### config.mk
export PLATFORM = sky130hd
export DESIGN_NAME = div
export DESIGN_NICKNAME = d
export VERILOG_FILES = /design/src/rtl/div.sv
export SDC_FILE = /design/constraint.sdc
export NUM_CORES = 1
export LEC_CHECK = 0
export CAP_MARGIN = 25
export CORE_AREA = 2 2 180 182
export DETAILED_ROUTE_END_ITERATION = 8
export DIE_AREA = 0 0 182 184
export DONT_BUFFER_PORTS = 1
export PLACE_DENSITY = 0.56
export SYNTH_ARGS = -nofsm -noshare
export SYNTH_HDL_FRONTEND = slang
export SYNTH_SLANG_ARGS = --single-unit
### constraint.sdc
create_clock -name clock -period 8.4 [get_ports clock]
set_input_delay 0.84 -clock clock [delete_from_list [all_inputs] [get_ports clock]]
set_output_delay 0.84 -clock clock [all_outputs]
set_load 0.01 [all_outputs]
### src/rtl/div.sv
// rtl/div.sv - 32-bit signed restoring divider, 33-edge latency; optional DIV_ZERO_DETECT_EN
module div (
  input  logic        clock,
  input  logic        reset,
  input  logic [31:0] a,
  input  logic [31:0] b,
  input  logic        start,
  output logic [31:0] hi,
  output logic [31:0] lo,
  output logic        busy,
  output logic        done,
  output logic        div_zero
);

  typedef enum logic [1:0] {
    S_IDLE = 2'd0,
    S_CALC = 2'd1,
    S_FIX  = 2'd2
  } state_t;

  state_t      r_state;
  logic [31:0] r_dvd;   // |a| shifting out MSB first, quotient bits shifting in at LSB
  logic [31:0] r_dsr;   // |b|
  logic [32:0] r_rem;   // partial remainder
  logic        r_sa;
  logic        r_sb;
  logic [5:0]  r_cnt;
  logic [31:0] r_hi;
  logic [31:0] r_lo;
  logic        r_busy;
  logic        r_done;

  logic [31:0] w_a_abs;
  logic [31:0] w_b_abs;
  logic [33:0] w_shift;
  logic [33:0] w_trial;
  logic        w_qbit;

  // Magnitudes of the operands; 0x80000000 maps onto itself, which is the correct unsigned magnitude
  assign w_a_abs = a[31] ? (~a + 32'd1) : a;
  assign w_b_abs = b[31] ? (~b + 32'd1) : b;

  // One restoring step: shift in the next dividend bit, trial-subtract the divisor
  assign w_shift = {r_rem, r_dvd[31]};
  assign w_trial = w_shift - {2'b00, r_dsr};
  assign w_qbit  = ~w_trial[33];

  assign hi   = r_hi;
  assign lo   = r_lo;
  assign busy = r_busy;
  assign done = r_done;

`ifdef DIV_ZERO_DETECT_EN
  logic r_bz;
  logic r_dz;
  assign div_zero = r_dz;
`else
  assign div_zero = 1'b0;
`endif

  // Divider FSM: accept in IDLE, 32 restoring steps in CALC, sign fix-up and result publish in FIX
  always_ff @(posedge clock) begin
    if (!reset) begin
      r_state <= S_IDLE;
      r_dvd   <= 32'd0;
      r_dsr   <= 32'd0;
      r_rem   <= 33'd0;
      r_sa    <= 1'b0;
      r_sb    <= 1'b0;
      r_cnt   <= 6'd0;
      r_hi    <= 32'd0;
      r_lo    <= 32'd0;
      r_busy  <= 1'b0;
      r_done  <= 1'b0;
`ifdef DIV_ZERO_DETECT_EN
      r_bz    <= 1'b0;
      r_dz    <= 1'b0;
`endif
    end else begin
      r_done <= 1'b0;
`ifdef DIV_ZERO_DETECT_EN
      r_dz   <= 1'b0;
`endif
      case (r_state)
        S_IDLE: begin
          if (start) begin
            r_dvd   <= w_a_abs;
            r_dsr   <= w_b_abs;
            r_rem   <= 33'd0;
            r_sa    <= a[31];
            r_sb    <= b[31];
            r_cnt   <= 6'd0;
            r_busy  <= 1'b1;
            r_state <= S_CALC;
`ifdef DIV_ZERO_DETECT_EN
            r_bz    <= (b == 32'd0);
`endif
          end
        end
        S_CALC: begin
`ifdef DIV_ZERO_DETECT_EN
          if (r_bz) begin
            r_done  <= 1'b1;
            r_dz    <= 1'b1;
            r_busy  <= 1'b0;
            r_bz    <= 1'b0;
            r_state <= S_IDLE;
          end else begin
`endif
            r_rem   <= w_qbit ? w_trial[32:0] : w_shift[32:0];
            r_dvd   <= {r_dvd[30:0], w_qbit};
            r_cnt   <= r_cnt + 6'd1;
            if (r_cnt == 6'd31) begin
              r_state <= S_FIX;
            end
`ifdef DIV_ZERO_DETECT_EN
          end
`endif
        end
        S_FIX: begin
          r_lo    <= (r_sa ^ r_sb) ? (~r_dvd + 32'd1) : r_dvd;
          r_hi    <= r_sa ? (~r_rem[31:0] + 32'd1) : r_rem[31:0];
          r_done  <= 1'b1;
          r_busy  <= 1'b0;
          r_state <= S_IDLE;
        end
        default: begin
          r_busy  <= 1'b0;
          r_state <= S_IDLE;
        end
      endcase
    end
  end

endmodule

==> flow_summary.toml, run 1 <==
[status]
status = "completed"

[clock_tree]
cts_resized = 0
path_clk_slew_ps = 60
clock-sinks = 173
cts-root-buf = "clkbuf_16"
insertion_delay_ps = 450
cts_hold_buf = 0
cts_tree = "done"
cts_max_path_buffers = 2
cts_setup_buffers = 0
cts_max_level = 4
numCtsBuffers = 17

[grt]
grt_max_degree = 144
antenna_found_initial = 0
grt_overflow_total = 0
grt_pass1_wl_mm = 47.94
grt_pass1_vias = 8808
grt_util_all_layers_pct = 17.80

[power_and_ir_drop]
power_density_mw_per_mm2 = 388.9
irDropWorstVdd_mv = 0.2395
leakagePower_uw = 0.005319

[flow_run]
max-cap-violations = 0

[sta]
period_minus_slack_ps = 3514
timing.hold.ws_ps = 461.2
tightest_slew_ps = 951.7
slew_headroom_pct = 36.42
rsz0062_at_grt = "false"
layout_setup_ws_ps = 4887
setup-violations-final = 0
finalHoldViolations = 0
max_freq_mhz = 284.6
drv_slew = 0
fin_setup_tns_ps = 0
post-route-period-util_pct = 41.83
fin_worst_skew_ps = 18.34

[setup_path]
cp.arrival_ps = 3870
cp_slowest_cell = "dfxtp_1"
cp.buffers_inverters = 2
crit_path_start = "r_rem[0]"
cp_common_cell = "buf_4"
cp.required_ps = 8750
path_delay_family = "compound AO/OA/AOI/OAI gates"
max_stage_delay_ps = 530
cp_cell_sequence = "ha_1 -> nor2b_1 -> o2111ai_1 -> a2111oi_0 -> buf_4 -> o211ai_1 -> and2_1 -> o221a_2 -> buf_4 -> nand2_1 -> o21ai_0"
end_kind = "flop"
path_max_fanout = 31
crit_type = "flop to flop"
rr_startpoint = "r_rem[0]"
cp-start-kind = "flop"

[synthesis]
async_flop_share_pct = 0
ys_seq_area_share_pct = 31.72
synth_cell_types = 65
synth_warnings = 0
synthTopCellsByCount = "210 x nand2_1, 173 x dfxtp_1, 131 x o21ai_0"
syn_area_per_cell_um2 = 8.118
synth_cells = 1345
synth_top_cell_area_share_pct = 31.72
syn-num-nets = 1450
yosys.area.top_type = "dfxtp_1"
synth_seq_cells = 173
syn_area_mm2 = 0.01092
ys_top_cells_by_area = "dfxtp_1 32%, nand2_1 7.2%, o211a_1 7.0%"
ys.flop_type = "dfxtp_1"
synth-edff-count = 0
yosysMostFrequentCell = "nand2_1"

[finish]
area.sequential_mm2 = 0.003463
stdcell_area_mm2 = 0.01180
nets = 1396
drive_gt1_share_pct = 4.678
fin_util_pct = 37.59
area_growth_pct = 8.078
multi_input_area_mm2 = 0.006948
fill_cells = 3263
n_antenna_cell = 0

[route]
wl_per_cell_um = 17.39
dr.first_iter.drc_count = 555
vias_per_cell = 5.436
vias = 9273
first_pass_iters = 5
detail-route-antenna-nets = 0
drc_errors = 0
routed_wl_mm = 29.66

[placement]
place.gp.congestion = 0.8512
hpwl_mm = 21.60
dpl_worst_slack_ps = 4913
port_buffers = 0
placed_cell_area_mm2 = 0.01120

[hold_path]
hold_start = "r_dsr[30]"
hp-class = "flop to flop"

[die]
start_util_pct = 34.78
fp.dieH_um = 184
rows = 65
dieArea_mm2 = 0.03349
core_area_mm2 = 0.03139
dieWidth_um = 182
ios = 134
## placed cells by master (no fill, tap or decap), types with 4 or more instances in the layout
master,n
a221oi_1,4
and3_1,12
o21ai_0,131
nand2b_1,5
dfxtp_1,173
and2_1,39
nor2b_1,11
nand4_1,8
ha_1,37
or4_1,16
o211a_1,76
a21oi_1,53
a22oi_1,23
o21a_1,7
nor3b_1,4
buf_4,11
o31ai_1,24
inv_1,53
a21boi_0,12
o211ai_1,8
o41ai_1,20
nand2_1,210
a2bb2oi_1,8
a31oi_1,4
nor3_1,10
a21o_1,14
nor4_1,15
xor2_1,83
nor2_1,28
nand3b_1,4
clkbuf_16,17
mux2i_1,24
nand3_1,25
clkbuf_8,5
or3_1,14
xnor2_1,61
## power by group
group | internal, uW | leakage (uW) | switching [uW] | total, uW
clock | 480 | 0.000297 | 348 | 828
sequential | 920 | 0.00141 | 187 | 1110
combinational | 1180 | 0.00361 | 1480 | 2650
## layer usage
layer,vias to the layer above,routed length [um],part of all wire [%],GRT usage [%]
met4,0,401,1.4,4.581
li1,4699,-,-,-
met2,170,12440,42,26.69
met3,21,1374,4.6,3.328
met1,4383,15440,52,26.05
met5,-,0,0,0
## cell type report
type / instances / area share (%)
Multi-Input combinational cell: 1035 / 58.87
Tap cell: 402 / 4.262
Clock buffer: 24 / 4.251
Sequential cell: 173 / 29.35
Inverter: 53 / 1.686
Timing Repair Buffer: 11 / 0.6997
Clock inverter: 8 / 0.8800
## sequential cells by signal (all words and copies together), names as in the netlist
| signal | cells |
|---|---|
| r_rem | 33 |
| r_state | 2 |
| r_sa | 1 |
| r_dsr | 32 |
| r_sb | 1 |
| r_dvd | 32 |
| busy | 1 |
| r_cnt | 6 |
| lo | 32 |
| done | 1 |
| hi | 32 |
## worst paths after layout
kind	endpoint	slack, ps	depth (start not counted)
worst min-delay path	r_dsr[30]	460	2
worst max register to register	r_rem[31]	4890	11
worst min register to register	r_dsr[30]	460	2
worst max-delay path	r_rem[31]	4890	11
## cells by family after synthesis
kind of cell / share of synthesized area [%]
other: 0.03434
adder cells (fa/ha/maj): 4.423
XOR/XNOR: 11.55
buffers and inverters: 4.790
multiplexers: 2.200
AO/OA/AOI/OAI: 26.42
flip-flops: 31.72
AND/OR/NAND/NOR: 18.86
## tightest hold or removal path: stages (launching register included)
cell and delay, ps:
dfxtp_1 310, nand2_1 50, a21boi_0 60
## stage by stage
step	total power (uW)	instances
after CTS	4598	1706
after detailed placement	3755	1674
after global placement	3737	1674
after floorplan	3196	1345
final	4590	1706
after global routing	4959	1706
Note: power is estimated with default switching activity, not from simulation.
==> inputs of run 2 (changes only) <==
Settings changed: PLACE_DENSITY 0.56 to 0.57.
Clock period 8.4 ns to 3.1 ns, I/O delays scaled along.
==> flow_summary.toml, run 2 (same netlist as run 1, synthesis figures left out) <==
[status]
status = "completed"

[finish]
drive_gt1_share_pct = 8.457
nets = 1441
fill_cells = 3219
final_common_cell = "nand2_1"
regMostFlops = "r_rem"
final_cell_mix = "210 x nand2_1, 172 x dfxtp_1, 130 x o21ai_0"
area_growth_pct = 11.86
largest_reg_flops = 33
n_antenna_cell = 0

[clock_tree]
path_clk_slew_ps = 70
cts_tree = "done"
numCtsBuffers = 17
cts_max_level = 4
insertion_delay_ps = 450
cts-root-buf = "clkbuf_16"
clock-sinks = 173
cts_setup_buffers = 0
cts_max_path_buffers = 2

[setup_path]
cp-start-kind = "flop"
end_kind = "flop"
reg2reg_depth = 11
cp.arrival_ps = 3270
path_max_fanout = 15
cp.required_ps = 3410
crit_type = "flop to flop"

[route]
detail-route-antenna-nets = 0
wl_per_cell_um = 17.79
vias_per_cell = 5.485
dr.first_iter.drc_count = 635
drc_errors = 0
first_pass_iters = 5
vias = 9598
routed_wl_mm = 31.14

[die]
rows = 65
dieArea_mm2 = 0.03349
start_util_pct = 34.78
ios = 134
fp.dieH_um = 184
dieWidth_um = 182
core_area_mm2 = 0.03139

[grt]
grt.met3_usage_pct = 4.418
use_met1_pct = 25.99
grt_overflow_total = 0
grt_pass1_wl_mm = 49.31
use_met2_pct = 28.08
busiest_layer = "met2"
grt_util_all_layers_pct = 18.52
antenna_found_initial = 0
grt_pass1_vias = 9030
grt_max_degree = 72

[sta]
tightest_slew_ps = 892.6
period_minus_slack_ps = 2954
fin_worst_skew_ps = 14.72
setup-violations-final = 0
drv_slew = 0
finalHoldViolations = 0
post-route-period-util_pct = 95.30
slew_headroom_pct = 40.07
max_freq_mhz = 338.5
fin_setup_tns_ps = 0

[placement]
place.gp.congestion = 0.9032
hpwl_mm = 22.30
port_buffers = 0

[hold_path]
min_path_cells = 1
hp-class = "input pin to flop"

[power_and_ir_drop]
total_power_uw = 13160
irDropWorstVdd_mv = 0.5657
power_density_mw_per_mm2 = 1078
leakagePower_uw = 0.005553

[flow_run]
max-cap-violations = 0
run 2: changes by cell type in the layout (fill, tap and decap cells not counted), sizes merged:
cell / before / now
buf: 11 / 55
clkbuf: 24 / 17
clkinvlp: 1 / 3
dlygate4sd3: 0 / 1
inv: 54 / 58
run 2: cell type report:
| type | instances | area (um^2) | area share, % |
|---|---|---|---|
| multi-input cells | 1035 | 6989 | 57.22 |
| flip-flops and latches | 173 | 3465 | 28.37 |
| well taps | 402 | 503.0 | 4.118 |
| repair buffers | 56 | 473.0 | 3.872 |
| clock buffers | 17 | 425.4 | 3.483 |
| inverters | 53 | 198.9 | 1.629 |
| clock inverters | 14 | 160.2 | 1.311 |
run 2: metal layers:
layer	vias to the layer above	share of wire, %
met5	-	0
met4	0	1.5
met2	210	43
met3	31	5.8
li1	4804	-
met1	4553	50
run 2: per-stage QoR:
step / setup WS, ps / cells / hold WS [ps] / area (um^2) / util (%)
2_1_floorplan: 82.03 / 1345 / 441.0 / 10920 / -
3_3_place_gp: 177.3 / 1716 / 436.4 / 11540 / 36.75
3_5_place_dp: 91.56 / 1716 / 443.3 / 11540 / 36.75
4_1_cts: 68.62 / 1750 / 4.538 / 12170 / 38.77
5_1_grt: -63.13 / 1750 / 7.614 / 12210 / 38.91
6_report: 145.7 / 1750 / 18.39 / 12210 / 38.91
run 2: worst paths after layout:
check / end / from / slack (ps)
hold / removal: r_dvd[17] / reset / 20
setup reg to reg: r_rem[25] / r_rem[2] / 150
setup / recovery: r_rem[25] / r_rem[2] / 150
hold reg to reg: r_dsr[30] / r_dsr[30] / 480
run 2: what timing repair did:
action | CTS | global route
resized for setup | 0 | 10
setup endpoints to repair | 0 | 38
endpoints found under the hold margin | 49 | 0
hold buffers | 3 | 0
run 2: worst max-delay path, cell delays in order (launching register included):
cell       delay (ps)
dfxtp_2           370
ha_1              370
a21o_1            210
a21oi_1           240
a2111oi_2         120
buf_4             170
o211ai_1          230
and2_1            210
o221a_2           320
buf_12            180
a2bb2oi_1         260
o21ai_0           120
run 2: power breakdown:
part,internal (uW),total [uW],switching (uW)
Combinational,3810,8160,4340
Clock,1200,2190,993
Sequential,2490,2810,321
Total,7500,13200,5660
